==> config.mk <==
export PLATFORM = sky130hd
export DESIGN_NAME = fu_gst_nrm
export DESIGN_NICKNAME = d
export VERILOG_FILES = /design/src/rtl/fu_gst_nrm_pkg.sv /design/src/rtl/fu_gst_nrm_shf.sv /design/src/rtl/fu_gst_nrm.sv
export SDC_FILE = /design/constraint.sdc
export NUM_CORES = 1
export LEC_CHECK = 0
export ABC_AREA = 1
export BUFFER_PORTS_ARGS = -buffer_cell sky130_fd_sc_hd__buf_2
export CORE_ASPECT_RATIO = 1.2
export CORE_MARGIN = 2
export CORE_UTILIZATION = 56
export CTS_CLUSTER_SIZE = 25
export DETAILED_ROUTE_END_ITERATION = 12
export GPL_TIMING_DRIVEN = 0
export PLACE_DENSITY = 0.79
export SYNTH_ARGS = -nofsm -noshare
export SYNTH_HDL_FRONTEND = slang
export SYNTH_HIERARCHICAL = 1
export SYNTH_SLANG_ARGS = --single-unit
==> constraint.sdc <==
create_clock -name clk -period 1.95 [get_ports clk]
set_clock_uncertainty 0.05 [all_clocks]
set_input_delay 0.0975 -clock clk [delete_from_list [all_inputs] [get_ports clk]]
set_output_delay 0.0975 -clock clk [all_outputs]
set_load 0.05 [all_outputs]
==> src/rtl/fu_gst_nrm_pkg.sv <==
// rtl/fu_gst_nrm_pkg.sv - shared gst normalizer constants and stage payload
package fu_gst_nrm_pkg;

  localparam int GST_FRAC_W  = 19;
  localparam int GST_SHAMT_W = 5;
  localparam int GST_EXP_W   = 8;

  localparam logic [GST_SHAMT_W-1:0] GST_CODE_ZERO = '0;
  localparam logic [GST_SHAMT_W-1:0] GST_CODE_MAX  = 5'd19;

  typedef struct packed {
    logic [1:GST_FRAC_W]  frac;
    logic [0:GST_EXP_W-1] exp;
    logic                 zero;
    logic                 inv;
  } gst_pay_t;

endpackage

==> src/rtl/fu_gst_nrm_shf.sv <==
// rtl/fu_gst_nrm_shf.sv - combinational left shifter over a fixed set of weights
module fu_gst_nrm_shf
  import fu_gst_nrm_pkg::*;
#(
  parameter int              NW  = 3,
  parameter logic [NW*5-1:0] WTS = {5'd16, 5'd8, 5'd4}
) (
  input  logic [1:GST_FRAC_W] din,
  input  logic [0:NW-1]       sel,
  output logic [1:GST_FRAC_W] dout
);

  logic [1:GST_FRAC_W] d;

  // sel[0] pairs with the most significant weight field of WTS
  always_comb begin
    d = din;
    for (int i = 0; i < NW; i++) begin
      if (sel[i]) d = d << WTS[(NW-1-i)*5 +: 5];
    end
    dout = d;
  end

endmodule

==> src/rtl/fu_gst_nrm.sv <==
// rtl/fu_gst_nrm.sv - two-stage gst fraction normalizer with exponent adjust
module fu_gst_nrm
  import fu_gst_nrm_pkg::*;
#(
  parameter int EXP_W = GST_EXP_W
) (
  input  logic                   clk,
  input  logic                   rst,
  input  logic                   i_vld,
  output logic                   i_rdy,
  input  logic [1:GST_FRAC_W]    i_frac,
  input  logic [0:GST_SHAMT_W-1] i_shamt,
  input  logic [0:EXP_W-1]       i_exp,
  input  logic                   i_flush,
  output logic                   o_vld,
  input  logic                   o_rdy,
  output logic [1:GST_FRAC_W]    o_frac,
  output logic [0:EXP_W]         o_exp,
  output logic                   o_zero,
  output logic                   o_inv,
  output logic                   o_unf,
  output logic                   o_mis
);

  logic                   s1_vld, s2_vld, s1_adv, s2_adv;
  logic [0:GST_SHAMT_W-1] in_sh, s1_sh;
  logic                   in_legal;
  logic [1:GST_FRAC_W]    crs_frac, fin_frac;
  logic [0:EXP_W]         exp_adj;
  gst_pay_t               s1_nxt, s1_pay;

  assign s2_adv = ~s2_vld | o_rdy;
  assign s1_adv = ~s1_vld | s2_adv;
  assign i_rdy  = s1_adv & ~i_flush;
  assign o_vld  = s2_vld;

  // k-1 is the shift distance; codes 0 and 20..31 are forced to zero downstream
  assign in_sh    = i_shamt - GST_SHAMT_W'(1);
  assign in_legal = (i_shamt != GST_CODE_ZERO) && (i_shamt <= GST_CODE_MAX);

  fu_gst_nrm_shf #(
    .NW (3),
    .WTS({5'd16, 5'd8, 5'd4})
  ) u_crs (
    .din (i_frac),
    .sel (in_sh[0:2]),
    .dout(crs_frac)
  );

  always_comb begin
    s1_nxt      = '0;
    s1_nxt.frac = crs_frac;
    s1_nxt.exp  = i_exp;
    s1_nxt.zero = ~in_legal;
    s1_nxt.inv  = i_shamt > GST_CODE_MAX;
  end

  fu_gst_nrm_shf #(
    .NW (2),
    .WTS({5'd2, 5'd1})
  ) u_fin (
    .din (s1_pay.frac),
    .sel (s1_sh[3:4]),
    .dout(fin_frac)
  );

  assign exp_adj = {1'b0, s1_pay.exp} - (EXP_W+1)'(s1_sh);

  always_ff @(posedge clk or posedge rst) begin
    if (rst) begin
      s1_vld <= 1'b0;
      s2_vld <= 1'b0;
      s1_pay <= '0;
      s1_sh  <= '0;
      o_frac <= '0;
      o_exp  <= '0;
      o_zero <= 1'b0;
      o_inv  <= 1'b0;
      o_unf  <= 1'b0;
      o_mis  <= 1'b0;
    end else if (i_flush) begin
      s1_vld <= 1'b0;
      s2_vld <= 1'b0;
    end else begin
      if (s2_adv) begin
        s2_vld <= s1_vld;
        if (s1_vld) begin
          o_frac <= s1_pay.zero ? '0 : fin_frac;
          o_exp  <= s1_pay.zero ? '0 : exp_adj;
          o_zero <= s1_pay.zero;
          o_inv  <= s1_pay.inv;
          o_unf  <= ~s1_pay.zero & exp_adj[0];
          o_mis  <= ~s1_pay.zero & ~fin_frac[1];
        end
      end
      if (s1_adv) begin
        s1_vld <= i_vld;
        if (i_vld) begin
          s1_pay <= s1_nxt;
          s1_sh  <= in_sh;
        end
      end
    end
  end

endmodule

==> metrics.md <==
| Metric | Value |
|---|---|
| Final setup vio count | 0 |
| Routed len/inst | between 10 and 15 um |
| Number of global-route vias before repair | 3437 |
| Die Height | 95.0 um |
| Crit-path max FO | 10 |
| Worst R2R Path Depth | 9 |
| Worst-margin pin slew | 0.628 ns |
| Total CTS buffers | 9 |
| Routed Antenna Nets | 0 |
| DR vias | 3601 |
| Max-capacitance violation count | 0 |
| Initial Util | 0.570 |
| Clk_lat worst skew | 0.34 ns |
| Number of I/O port buffers | 70 |
| DR iter-0 viols | 201 |
| CTS hold repair buffers | 11 |
| Commonest cells after routing, fill and taps aside | nand2_1, buf_2, nand3_1 |
| Maximum clock rate | 0.572 GHz |
| Die X | 79.8 um |
| Reg-to-Reg Start | s1_sh[4] |
| Min Clock Period, post-route | 1.75 ns |
| Top cells by area, synth | dfrtp_1, nand2_1, nand3_1 |
| Area Overhead vs Synth | 19.6% |
| GPL Wtd Cong | 0.888 |
| Root buffer cell | clkbuf_8 |
| Crit end category | flip-flop |
| Maximum vdd drop | 467 uV |
| Fin nets | between 600 and 700 |
| Row count | 33 |
| DRT Pass-1 Iters | 7 |
| Post-CTS Setup Inserts | 0 |
| IO Count | 71 |
| Multi-input logic area | 1780 sq um |
| Status | finished, final reports clean |
| Hold depth | 4 |
| Synthesized flop and latch total | 67 |
| Clk buf depth | 2 |
| Final Power | 4.38 mW |
| Worst reg2reg path endpoint | o_exp[2] |
| Final setup TNS | 0 ns |
| Leading area contributor after synthesis | dfrtp_1 |
| # diodes | 0 |
| Clock sinks | 67 |
| Post-cts resize count | 0 |
| Cells after Synth | 512 |
| R2r setup slk | 0.22 ns |
| Rel. slew slack | 0.580 |
| First-pass GRT wire length | approximately 15000 um |
| CP startpoint kind | input port |
| DP HPWL | roughly 7000 um |
| H-tree depth | 3 |
| Leakage power | about 2.6 nW |
| Share of post-route cells with drive strength above 1 | 0.203 |
| Part of the Yosys area used for sequential elements | 0.434 |
| Fin. max-slew vios | 0 |
| Vias/cell | between 5 and 6 |
| Largest net degree at the start of global routing | 40 |
| RSZ-0062 raised after global routing | false |
| FF+latch area | 1680 sq um |
| Core footprint | just under 7000 sq um |
| YS warnings | 6 |
| Hold WS | roughly 0.034 ns |
| Critical Path RT | 2.12 ns |
| DRC | 0 |
| Final Hold Vio Count | 0 |
| Finished Core Util | 0.682 |
| Post-Synthesis Net Count | 559 |
| Final Non-Filler Cells | 697 |
| Crit path DAT | between 1.5 and 2 ns |
| Crit share post-route | 0.897 |
| Dpl cells | 670 |
| Commonest non-fill, non-tap cell in the layout | nand2_1 |
| Gr ovfl total | 0 |
| Worst Setup Path Type | input port to flip-flop |
| Pwr per Cell Area | 949 nW/um^2 |
| Synth Cell Area | 3860 sq um |
| Tot GR Track Use | 0.260 |
| Post-synth cell types | 25 |
| Hold path endpoint | o_vld |
| Synth Area per Inst | 7.54 sq um |
| Initial antenna violation count | 0 |
| Hold Path Origin | o_rdy |
| Die area | 7580 sq um |
| CTS tree | yes |
| Worst-path clk slew | around 0.070 ns |
| WL final | 9090 um |
| Worst hold path type | input port to flip-flop |
| Fillers | 586 |
| Share of the synthesized area in the top cell type | 0.434 |
[how the worst max path moves through the flow]
stage               startpoint          to  slack (ns)  cells after the start
floorplan                  rst    o_exp[0]        0.12                      1
global placement           rst  s1_pay[19]       -0.57                      2
detailed placement  i_shamt[4]  s1_pay[27]       -0.15                     13
CTS                 i_shamt[4]  s1_pay[27]        0.21                     13
global route        i_shamt[4]  s1_pay[27]        0.05                     13
finish              i_shamt[4]  s1_pay[27]        0.20                     13
[synth_stat cells]
library cell	n
a21oi_1	7
a22o_1	20
a22oi_1	1
and3_1	1
buf_2	7
buf_4	8
buf_6	10
dfrtp_1	67
fa_1	1
ha_1	9
inv_1	45
inv_2	3
inv_4	3
nand2_1	214
nand2_2	1
nand3_1	70
nand3_2	1
nand3_4	1
nor2_1	10
nor2_4	1
nor2_8	1
nor3_1	1
o21ai_0	15
o21ai_1	12
xor2_1	3
[metrics by stage]
step	instance area, sq um	setup slack, ns
3_3_place_gp	4320	-0.566
4_1_cts	4620	0.209
3_5_place_dp	4340	-0.155
6_report	4620	0.201
5_1_grt	4620	0.0459
2_1_floorplan	3860	0.119
[cell type report]
cell class / count / share of cell area
inverters: 51 / 0.0431
clock buffers: 9 / 0.0268
plain buffers: 25 / 0.0449
repair buffers: 82 / 0.104
multi-input cells: 369 / 0.385
flip-flops and latches: 67 / 0.363
clock inverters: 7 / 0.00975
well taps: 87 / 0.0236
[worst max-delay path: stages]
cell,delay (ns)
buf_2,0.12
inv_1,0.07
ha_1,0.22
nand2_1,0.09
xor2_1,0.52
inv_2,0.19
buf_6,0.19
nand2_1,0.07
nand3_1,0.08
nand3_1,0.08
nand2_1,0.05
nand2_1,0.08
nand2_1,0.05
[logic make-up (layout without fill, tap and decap cells)]
kind of cell,count (synthesis),count (layout),synth area share
simple gates,301,301,0.328
buf+inv,76,174,0.105
flops,67,67,0.434
compound gates,55,55,0.0914
fa+ha+maj,10,10,0.0343
xor+xnor,3,3,0.00680
[report_power, final]
part	switching, mW	total (mW)	leakage, nW	internal, mW
combinational	1.15	1.66	1.68	0.511
sequential	0.132	1.74	0.878	1.61
clock	0.529	0.985	0.0887	0.455
[metal layers]
metal	GRT usage	wire length [um]
met5	0	0
met1	0.324	4140
met2	0.452	4480
met4	0.0904	76
met3	0.0488	396
[state kept, by name (all words and copies together) (netlist names)]
register and flops:
o_exp 9, o_frac 19, o_inv 1, o_mis 1, o_vld 1, o_zero 1
s1_pay 29, s1_sh 5, s1_vld 1
Note: power is estimated with default switching activity, not from simulation.
